`src/rtl/gcd_arb_pkg.sv`:
```
// -----------------------------------------------------------------------------
// gcd_arb_pkg
//   Shared definitions for the gcd_arbiter front end: FSM state encoding and
//   the default requester count / operand width.
//   No ports (package).
// -----------------------------------------------------------------------------
package gcd_arb_pkg;

    localparam int DEFAULT_W    = 8;
    localparam int DEFAULT_NREQ = 4;

    typedef enum logic [1:0] {
        ST_IDLE  = 2'd0,
        ST_ISSUE = 2'd1,
        ST_WAIT  = 2'd2,
        ST_RESP  = 2'd3
    } arb_state_t;

endpackage

```
`src/rtl/gcd_arbiter_rr.sv`:
```
// -----------------------------------------------------------------------------
// rr_arbiter
//   Purely combinational round-robin pick: the winner is the first set request
//   bit at or after ptr, searching modulo NREQ.
//   Ports:
//     req   in  NREQ  request vector
//     ptr   in  IDXW  search start position
//     grant out NREQ  one-hot grant (all zero when no request)
//     idx   out IDXW  encoded winner index (0 when no request)
// -----------------------------------------------------------------------------
module rr_arbiter
    import gcd_arb_pkg::*;
#(
    parameter  int NREQ = DEFAULT_NREQ,
    localparam int IDXW = (NREQ > 1) ? $clog2(NREQ) : 1
) (
    input  logic [NREQ-1:0] req,
    input  logic [IDXW-1:0] ptr,
    output logic [NREQ-1:0] grant,
    output logic [IDXW-1:0] idx
);

    logic found;

    // NREQ need not be a power of two, so the wrap is an explicit modulo.
    function automatic logic [IDXW-1:0] wrap_idx(input int unsigned v);
        return IDXW'(v % NREQ);
    endfunction

    // NOTE: every variable driven here gets a default first, so no path
    // leaves it unassigned and no latch is inferred.
    always_comb begin
        grant = '0;
        idx   = '0;
        found = 1'b0;
        for (int k = 0; k < NREQ; k++) begin
            if (!found && req[wrap_idx(32'(ptr) + 32'(k))]) begin
                found = 1'b1;
                idx   = wrap_idx(32'(ptr) + 32'(k));
            end
        end
        if (found) begin
            grant[idx] = 1'b1;
        end
    end

endmodule

```
`src/rtl/gcd_arbiter.sv`:
```
// -----------------------------------------------------------------------------
// gcd_arbiter
//   Round-robin front end sharing one gcd engine among NREQ requesters.
//   Accepts one operand pair at a time, pulses GCD_START, waits for GCD_DONE
//   and returns the result to the owning requester as a one-cycle pulse.
//   Optional watchdog: define GCD_ARB_TIMEOUT_EN to abort a job after TIMEOUT
//   cycles in WAIT (RSP_ERROR=1, RSP_TIMEOUT=1). Without it WAIT waits forever
//   and RSP_TIMEOUT is tied low.
//   Ports:
//     CLK, RST_N          clock (rising), async active-low reset
//     REQ_VALID/READY     per-requester handshake, READY one-hot, IDLE only
//     REQ_A, REQ_B        packed operands, slice i = [i*W +: W]
//     RSP_VALID           one-hot result pulse to the job owner
//     RSP_Y, RSP_ERROR    result / error (Y forced to 0 on error)
//     RSP_TIMEOUT         job aborted by watchdog
//     BUSY                high outside IDLE
//     GCD_START/A/B       engine command (A/B held from ISSUE until DONE)
//     GCD_Y/DONE/ERROR    engine response
// -----------------------------------------------------------------------------
module gcd_arbiter
    import gcd_arb_pkg::*;
#(
    parameter int NREQ    = DEFAULT_NREQ,
    parameter int W       = DEFAULT_W,
    parameter int TIMEOUT = 600
) (
    input  logic              CLK,
    input  logic              RST_N,
    input  logic [NREQ-1:0]   REQ_VALID,
    input  logic [NREQ*W-1:0] REQ_A,
    input  logic [NREQ*W-1:0] REQ_B,
    output logic [NREQ-1:0]   REQ_READY,
    output logic [NREQ-1:0]   RSP_VALID,
    output logic [W-1:0]      RSP_Y,
    output logic              RSP_ERROR,
    output logic              RSP_TIMEOUT,
    output logic              BUSY,
    output logic              GCD_START,
    output logic [W-1:0]      GCD_A,
    output logic [W-1:0]      GCD_B,
    input  logic [W-1:0]      GCD_Y,
    input  logic              GCD_DONE,
    input  logic              GCD_ERROR
);

    localparam int IDXW = (NREQ > 1) ? $clog2(NREQ) : 1;

    arb_state_t      state, state_nxt;
    logic [IDXW-1:0] ptr;
    logic [IDXW-1:0] owner;
    logic [W-1:0]    op_a, op_b;
    logic [W-1:0]    res_y;
    logic            res_err;
    logic            any_req;
    logic            timeout_hit;
    logic [NREQ-1:0] grant;
    logic [IDXW-1:0] win_idx;

    rr_arbiter #(.NREQ(NREQ)) u_rr (
        .req   (REQ_VALID),
        .ptr   (ptr),
        .grant (grant),
        .idx   (win_idx)
    );

    assign any_req = |REQ_VALID;
    assign GCD_A   = op_a;
    assign GCD_B   = op_b;

`ifdef GCD_ARB_TIMEOUT_EN
    localparam int CNTW = $clog2(TIMEOUT + 1);

    logic [CNTW-1:0] wd_cnt;
    logic            res_to;

    // wd_cnt is 0 in the first WAIT cycle, so the abort lands exactly
    // TIMEOUT cycles after WAIT entry. A DONE in that same cycle wins.
    assign timeout_hit = (state == ST_WAIT) && (wd_cnt == CNTW'(TIMEOUT - 1));

    always_ff @(posedge CLK or negedge RST_N) begin
        if (!RST_N) begin
            wd_cnt <= '0;
            res_to <= 1'b0;
        end else begin
            if (state == ST_ISSUE) begin
                wd_cnt <= '0;
            end else if (state == ST_WAIT) begin
                wd_cnt <= wd_cnt + 1'b1;
            end
            if (state == ST_WAIT) begin
                res_to <= !GCD_DONE && timeout_hit;
            end
        end
    end
`else
    logic unused_timeout_cfg;
    assign unused_timeout_cfg = ^TIMEOUT;
    assign timeout_hit        = 1'b0;
`endif

    // NOTE: sequential state uses non-blocking assignments so every register
    // samples pre-edge values regardless of process evaluation order.
    always_ff @(posedge CLK or negedge RST_N) begin
        if (!RST_N) begin
            state   <= ST_IDLE;
            ptr     <= '0;
            owner   <= '0;
            op_a    <= '0;
            op_b    <= '0;
            res_y   <= '0;
            res_err <= 1'b0;
        end else begin
            state <= state_nxt;
            case (state)
                ST_IDLE: begin
                    if (any_req) begin
                        op_a  <= REQ_A[win_idx*W +: W];
                        op_b  <= REQ_B[win_idx*W +: W];
                        owner <= win_idx;
                        ptr   <= (32'(win_idx) == NREQ - 1) ? '0 : win_idx + 1'b1;
                    end
                end
                ST_WAIT: begin
                    if (GCD_DONE) begin
                        res_y   <= GCD_Y;
                        res_err <= GCD_ERROR;
                    end else if (timeout_hit) begin
                        res_y   <= '0;
                        res_err <= 1'b1;
                    end
                end
                default: ;
            endcase
        end
    end

    always_comb begin
        state_nxt   = state;
        REQ_READY   = '0;
        RSP_VALID   = '0;
        RSP_Y       = '0;
        RSP_ERROR   = 1'b0;
        RSP_TIMEOUT = 1'b0;
        GCD_START   = 1'b0;
        BUSY        = 1'b1;
        unique case (state)
            ST_IDLE: begin
                BUSY = 1'b0;
                // The grant is combinational from REQ_VALID; gating with
                // RST_N keeps READY low while reset is held.
                if (RST_N) begin
                    REQ_READY = grant;
                end
                if (any_req) begin
                    state_nxt = ST_ISSUE;
                end
            end
            ST_ISSUE: begin
                GCD_START = 1'b1;
                state_nxt = ST_WAIT;
            end
            ST_WAIT: begin
                if (GCD_DONE || timeout_hit) begin
                    state_nxt = ST_RESP;
                end
            end
            ST_RESP: begin
                RSP_VALID[owner] = 1'b1;
                RSP_ERROR        = res_err;
                RSP_Y            = res_err ? '0 : res_y;
`ifdef GCD_ARB_TIMEOUT_EN
                RSP_TIMEOUT      = res_to;
`endif
                state_nxt        = ST_IDLE;
            end
            default: state_nxt = ST_IDLE;
        endcase
    end

endmodule
```
`config.mk`:
```
export PLATFORM = sky130hd
export DESIGN_NAME = gcd_arbiter
export DESIGN_NICKNAME = d
export VERILOG_FILES = /design/src/rtl/gcd_arb_pkg.sv /design/src/rtl/gcd_arbiter_rr.sv /design/src/rtl/gcd_arbiter.sv
export SDC_FILE = /design/constraint.sdc
export NUM_CORES = 1
export LEC_CHECK = 0
export CAP_MARGIN = 25
export CELL_PAD_IN_SITES_DETAIL_PLACEMENT = 0
export CELL_PAD_IN_SITES_GLOBAL_PLACEMENT = 2
export CORE_MARGIN = 2
export CORE_UTILIZATION = 20
export DETAILED_ROUTE_END_ITERATION = 8
export GPL_ROUTABILITY_DRIVEN = 0
export PLACE_DENSITY = 0.84
export SLEW_MARGIN = 20
export SYNTH_ARGS = -nofsm -noshare
export SYNTH_HDL_FRONTEND = slang
export SYNTH_SLANG_ARGS = --single-unit
```
`constraint.sdc`:
```
create_clock -name CLK -period 2.3 [get_ports CLK]
set_clock_uncertainty 0.1 [all_clocks]
set_input_delay 0.23 -clock CLK [delete_from_list [all_inputs] [get_ports CLK]]
set_output_delay 0.23 -clock CLK [all_outputs]
set_load 0.02 [all_outputs]
```
## Word-level counts from Yosys, hierarchy flattened

Cells that the tools add are included.

| operators by class | value |
|---|---|
| order comparisons | 8 |
| div/mod/pow operators | 0 |
| add/subtract/negate cells | 4 |
| eq/ne operators | 6 |
| multiplexer cells | 33 |
| multipliers | 0 |
| shift-type cells | 2 |
| bitwise operators | 0 |
| reduce and logical (&&, ||, !) cells | 13 |

Operators with widths:

| operator | count |
|---|---|
| indexed part select 32 x 6 -> 8 bit | 2 |
| less-than comparator 2 x 3 -> 1 bit, second input constant | 6 |
| 2-to-1 mux 4 bit | 4 |
| 2-to-1 mux 8 bit | 2 |
| 2-to-1 mux 2 bit | 7 |
| 2-to-1 mux 1 bit | 13 |
| binary-select mux 1 bit (select 2 bit) | 4 |
| case mux 2 bit (4 select lines) | 1 |
| == test 2 bit, second input constant | 3 |
| AND reduction 2 bit | 3 |
| logical AND 1 bit | 5 |
| adder 2 x 1 -> 2 bit, second input constant | 2 |
| adder 2 bit, second input constant | 2 |
| demux 1 bit (select 2 bit) | 2 |
| greater-or-equal comparator 2 x 1 -> 1 bit, second input constant | 2 |
| inequality test 2 bit, second input constant | 2 |
| OR reduction 4 bit | 1 |
| logical NOT 1 bit | 3 |
| == test 2 x 1 -> 1 bit, second input constant | 1 |
| logical NOT 2 bit | 1 |

| storage, ports and cells | value |
|---|---|
| RAM bits | 0 |
| ROM bits | 0 |
| bits in latches | 0 |
| memories kept | 0 |
| input bits | 80 |
| output and inout port bits | 36 |
| bits in registers | 31 |

## Depth between registers and ports, before layout

| depth | value |
|---|---|
| word-level depth | 19 |
| gate-level depth with buffers | 9 |
| gate-level depth less buffers | 7 |

## Modules after synthesis

Synthesis repeated with hierarchy kept, for this count alone.

| unflattened totals | value |
|---|---|
| cells, all modules | 152 |
| area total of the unflattened synthesis | 1,996.9 um^2 |

By module, submodules not included:

| module | cells each | area each (um^2) | times used | seq. area each (um^2) |
|---|---|---|---|---|
| gcd_arbiter | 122 | 1,811.7 | 1 | 775.7 |
| rr_arbiter | 30 | 185.2 | 1 | 0.0 |

## Least setup slack after synthesis

No wires, ideal clock.

| timing | value |
|---|---|
| kind | reg2out |
| from | reg ptr[0] |
| to | out REQ_READY[3] |
| data arrival time | 1.573 ns |
| path slack | 0.397 ns |
| cell stages (with the launch flop) | 9 |
| path buffers | 2 |
| cell sequence | dfrtp_1 -> and2b_1 -> a21oi_1 -> o221ai_2 -> buf_6 -> buf_6 -> inv_1 -> ha_1 -> and3_1 |

| on the way | value |
|---|---|
| word-level cells in the longest chain between the ends | 19 |
| elaborated cells on any way between the ends | 33 |

RTL lines:

| item | RTL line | source |
|---|---|---|
| start, declared | gcd_arbiter.sv:49 | `logic [IDXW-1:0] ptr;` |
| start signal, assigned | gcd_arbiter.sv:120 | `ptr <= (32'(win_idx) == NREQ - 1) ? '0 : win_idx + 1'b1;` |
| parallel branches: the longest is 16 deep, another holds less-than comparator 2 x 3 -> 1 bit | -- |  |
| 2-to-1 mux 4 bit * | gcd_arbiter_rr.sv:42 | `if (found) begin` |
| 2-to-1 mux 4 bit * | gcd_arbiter.sv:151 | `if (RST_N) begin` |
| 2-to-1 mux 4 bit * | gcd_arbiter.sv:146 | `unique case (state)` |
| end, declared | gcd_arbiter.sv:32 | `output logic [NREQ-1:0] REQ_READY,` |

Mark *: on every way between the ends. The select of a mux whose other input is x is not followed.

## Worst setup path after layout

| timing | value |
|---|---|
| from | in REQ_VALID[1] |
| to | out REQ_READY[1] |

| on the way | value |
|---|---|
| word-level cells in the longest chain between the ends | 19 |
| elaborated cells on any way between the ends | 30 |

RTL lines:

| item | RTL line | source |
|---|---|---|
| start, declared | gcd_arbiter.sv:29 | `input logic [NREQ-1:0] REQ_VALID,` |
| binary-select mux 1 bit (select 2 bit) | gcd_arbiter_rr.sv:37 | `if (!found && req[wrap_idx(32'(ptr) + 32'(k))]) begin` |
| 2-to-1 mux 1 bit (implied by the code) | gcd_arbiter_rr.sv:37 |  |
| 2-to-1 mux 1 bit | gcd_arbiter_rr.sv:37 |  |
| logical NOT 1 bit | gcd_arbiter_rr.sv:37 |  |
| logical AND 1 bit | gcd_arbiter_rr.sv:37 |  |
| 2-to-1 mux 1 bit | gcd_arbiter_rr.sv:37 |  |
| logical NOT 1 bit | gcd_arbiter_rr.sv:37 |  |
| logical AND 1 bit | gcd_arbiter_rr.sv:37 |  |
| [3 not listed] | -- |  |
| 2-to-1 mux 2 bit | gcd_arbiter_rr.sv:37 |  |
| less-than comparator 2 x 3 -> 1 bit (implied by the code) / greater-or-equal comparator 2 x 1 -> 1 bit (equally long branches) | gcd_arbiter_rr.sv:43 | `grant[idx] = 1'b1;` |
| logical AND 1 bit (implied by the code) | gcd_arbiter_rr.sv:43 |  |
| 2-to-1 mux 1 bit (implied by the code) | gcd_arbiter_rr.sv:43 |  |
| demux 1 bit (select 2 bit) | -- |  |
| 2-to-1 mux 4 bit * | gcd_arbiter_rr.sv:42 |  |
| 2-to-1 mux 4 bit * | gcd_arbiter.sv:151 |  |
| 2-to-1 mux 4 bit * | gcd_arbiter.sv:146 |  |

Mark *: on every way between the ends. The rest lies on a longest branch, timed or not. The select of a mux whose other input is x is not followed.

==> results <==
cells in the final DEF, fill, tap and decap left out, types with 2 or more instances in the layout:
cell type | synthesis | layout
sky130_fd_sc_hd__a21oi_1 | 4 | 3
sky130_fd_sc_hd__a221oi_1 | 16 | 16
sky130_fd_sc_hd__and2_1 | 9 | 9
sky130_fd_sc_hd__and3_1 | 5 | 5
sky130_fd_sc_hd__buf_12 | 0 | 2
sky130_fd_sc_hd__buf_4 | 1 | 17
sky130_fd_sc_hd__clkbuf_8 | 0 | 6
sky130_fd_sc_hd__clkdlybuf4s50_1 | 0 | 101
sky130_fd_sc_hd__dfrtp_1 | 31 | 31
sky130_fd_sc_hd__dlygate4sd2_1 | 0 | 3
sky130_fd_sc_hd__dlymetal6s2s_1 | 0 | 8
sky130_fd_sc_hd__ha_1 | 5 | 4
sky130_fd_sc_hd__inv_1 | 8 | 8
sky130_fd_sc_hd__mux2_2 | 9 | 9
sky130_fd_sc_hd__mux2i_1 | 16 | 16
sky130_fd_sc_hd__nand2_1 | 10 | 10
sky130_fd_sc_hd__nor2_1 | 23 | 21
sky130_fd_sc_hd__nor2_2 | 0 | 2
sky130_fd_sc_hd__nor2b_1 | 3 | 2
sky130_fd_sc_hd__o21ai_0 | 5 | 5
sky130_fd_sc_hd__o21ai_1 | 3 | 2
sky130_fd_sc_hd__o22ai_1 | 16 | 16
state kept, by name, summed over array words and instances (netlist names):
register and count:
GCD_A 8, owner 2, state 2, res_y 8
res_err 1, GCD_B 8, ptr 2
worst register-to-register path, cell delays in order, from the launching register on:
cell and delay [ns]:
sky130_fd_sc_hd__dfrtp_1 0.42, sky130_fd_sc_hd__inv_1 0.10, sky130_fd_sc_hd__ha_1 0.18, sky130_fd_sc_hd__inv_1 0.09, sky130_fd_sc_hd__nor2_2 0.21, sky130_fd_sc_hd__buf_4 0.30, sky130_fd_sc_hd__nand2_2 0.12, sky130_fd_sc_hd__buf_12 0.16
sky130_fd_sc_hd__o22ai_1 0.13
area by class of cell:
cell class,count,area share (%)
clock buffers,6,2.47
flip-flops and latches,31,23.2
well taps,111,4.15
multi-input cells,137,29.4
inverters,8,0.897
repair buffers,134,39.7
clock inverters,1,0.149
cells by family (layout without fill, tap and decap cells):
kind of cell	Yosys count	after routing	synth area share [%]
AO/OA/AOI/OAI	48	48	18.4
adder cells (fa/ha/maj)	5	5	3.39
buffers and inverters	20	149	5.97
flip-flops	31	31	42.1
multiplexers	25	25	14.2
other	1	1	0.203
AND/OR/NAND/NOR	58	58	15.8
timing repair:
action | in CTS | in global routing
pin swaps | 0 | 1
hold endpoints to repair | 31 | 0
buffers inserted | 0 | 0
hold buffers | 1 | 0
endpoints found under the setup margin | 12 | 12
gates resized for setup | 6 | 13
per-layer routing:
layer / up-vias / track usage [%] / share of wire [%]
li1: 950 / - / -
met1: 907 / 14.3 / 41
met2: 87 / 22.8 / 49
met3: 10 / 4.60 / 9.3
met4: 0 / 2.95 / 1.3
met5: - / 0 / 0
report_power, final:
| group | leakage, uW | total [uW] | switching [uW] | internal [uW] |
|---|---|---|---|---|
| combinational | 0.00116 | 2220 | 1110 | 1120 |
| sequential | 0.000357 | 1010 | 179 | 832 |
| clock | 0.0000470 | 429 | 194 | 235 |
path summary, 6_finish.rpt:
kind,to,cells after the start
min,res_y[1],1
max in group asynchronous,GCD_A[4],3
max,REQ_READY[1],6
max reg2reg,GCD_B[1],8
min in group asynchronous,GCD_B[6],3
min reg2reg,res_y[1],1
per-stage QoR:
| step | TNS (ns) | worst slack, ns |
|---|---|---|
| 2_1_floorplan | 0 | 0.397 |
| 3_3_place_gp | -0.612 | -0.163 |
| 3_5_place_dp | -0.732 | -0.200 |
| 4_1_cts | 0 | 0.0296 |
| 5_1_grt | 0 | 0.00129 |
| 6_report | 0 | 0.0824 |
==> results by stage <==
Final layout:
- The post-layout instance area is 0.00335 mm^2.
- The post-route core utilization is 36.8%.
- The multi-input combinational cells in the finished layout cover a total of 986 um^2.
- The share of cells above drive strength 1 is 14.2%.
- The number of antenna diodes in the final layout is 0.
- The net count reported at finish is 402.
- The count of placed standard cells in the final layout, fillers left out is 428.
- The sequential cell area in the final layout is 776 um^2.
- Relative to the synthesized area, the layout overhead comes to 81.7%.
- Counting the fill cells in the layout gives 948.

Critical path:
- The critical path startpoint category is a primary input.
- The data arrival time of the critical path is 1.89 ns.
- Grouping stages by cell kind, the critical path spends the most delay in simple AND/OR/NAND/NOR gates.
- STA classifies the critical path endpoint as an output port.
- The combined buffer and inverter count along the critical path is 2.
- The launch point of the critical path is REQ_VALID[1].
- In this run the worst path has a maximum fanout of 5.
- The master of the slowest instance on the critical path is sky130_fd_sc_hd__clkdlybuf4s50_1.
- By startpoint and endpoint, the worst setup path is classified as in2out.
- The worst reg2reg path startpoint is state[0].
- The critical path goes through clkdlybuf4s50_1, or3_1, nor2_2, nor2_2, and3_1, dlygate4sd2_1.
- The data required time of the critical path is 1.97 ns.
- In this run the register-to-register setup slack is 0.43 ns.
- On the worst path, the slowest cell contributes a delay of 0.46 ns.
- The most numerous cell type found on the critical path is sky130_fd_sc_hd__nor2_2.

STA:
- The fmax is 451 MHz.
- The worst path needs 2.22 ns of the cycle, external delays included.
- The number of max-slew violations in the final report is 0.
- The number of failing hold endpoints at the final stage is 0.
- Setup repair after global routing left no endpoint under its margin.
- The minimum hold slack is 0.396 ns.
- The fraction of the cycle the final worst path needs is 96.4%.
- The number of endpoints failing setup at the final stage is 0.

Floorplanning:
- The count of standard-cell rows is 35.
- The starting utilization of the core area is 20.2%.
- The die outline height is 100 um.
- The floorplan step set the die width to 100 um.
- The full die area is 0.0100 mm^2.
- After floorplanning, the core was sized to cover 0.00911 mm^2.
- 116 I/O pins were placed.

Route:
- After detailed routing, the average wire length per cell comes to 14.7 um.
- The DRC violations left is 0.
- The number of nets still failing antenna checks after routing is 0.
- The detailed-route wire length is 6280 um.
- For this block, the initial DRC count from the detailed router was 51.
- The final route contains 1954 vias.
- The detailed-routing iteration count for the pre-antenna-repair pass is 4.
- Dividing the detail-routed via count by the number of cells gives 4.57.

Power:
- The leakage power figure is 0.00156 uW.
- The ratio of total power to cell area is 1090 mW/mm^2.
- The maximum ir drop on the vdd rail is 362 uV.
- The completed layout was analyzed and its total power is 3660 uW.

Run status:
- The run finished with clean final reports.

Synthesis:
- By count the netlist is led by 31 x sky130_fd_sc_hd__dfrtp_1, 23 x sky130_fd_sc_hd__nor2_1, 16 x sky130_fd_sc_hd__a221oi_1, 16 x sky130_fd_sc_hd__mux2i_1, 16 x sky130_fd_sc_hd__o22ai_1.
- The area share of the largest cell type after synthesis is 42.1%.
- The number of flops mapped to enable cells by yosys is 0.
- Counting every net in the synthesized netlist gives 273.
- Each instance of the synthesized netlist takes up on average 9.80 um^2.
- The post-synthesis cell area is 0.00184 mm^2.
- The number of distinct library cells after synthesis is 31.
- For this run, asynchronously set or reset flops after synthesis account for 100%.
- Synthesis produced a netlist whose cell count is 188.
- The most used standard cell by instance count after synthesis is sky130_fd_sc_hd__dfrtp_1.
- The number of synthesized register bits is 31.
- After synthesis, the cell types taking the most area are sky130_fd_sc_hd__dfrtp_1 42%, sky130_fd_sc_hd__mux2i_1 8.7%, sky130_fd_sc_hd__a221oi_1 7.6%.
- The flip-flop cell with the highest count after synthesis is sky130_fd_sc_hd__dfrtp_1.
- The sequential fraction of the synthesis area is 42.1%.
- For this run, the number of Yosys warnings is 0.
- The library cell occupying the most area in the post-synthesis netlist is sky130_fd_sc_hd__dfrtp_1.

Place:
- The port buffer count is 114.
- Including well taps, the total number of placed cells is 420.
- Summed over all nets, the half-perimeter wirelength after detailed placement is 4840 um.
- The area after detailed placement is 0.00321 mm^2.

Hold path:
- The path class of the tightest hold or removal check is reg2reg.
- The source of the worst hold timing path is res_y[1].

Clock network:
- The clock reaches the later pin of the worst-skew pair after 0.27 ns.
- The total number of H-tree levels is 2.
- The clock net in this run drives a total of 31 sinks.
- The number of buffers between clock root and the deepest sink is 2.
- Clock tree synthesis selected as its root buffer the cell sky130_fd_sc_hd__clkbuf_8.
- The CTS buffer count is 5.
- The clock transition at the register clock pins on the worst setup and hold paths after CTS is 0.06 ns.
- The CTS tree is yes.

Job:
- The count of maximum capacitance violations is 0.

Global route:
- The number of global-route vias before repair is 1970.
- Entering global routing, the biggest net connects 23 pins.
- After global routing the overflow that remains totals 0.
- For this run, the total global-route usage over all layers was measured as 12.7%.
- The number of antenna violations at the first check in global routing is 0.
- The first global-routing pass estimated 9830 um of wire.
No activity file was read; power rests on OpenSTA's default activity.
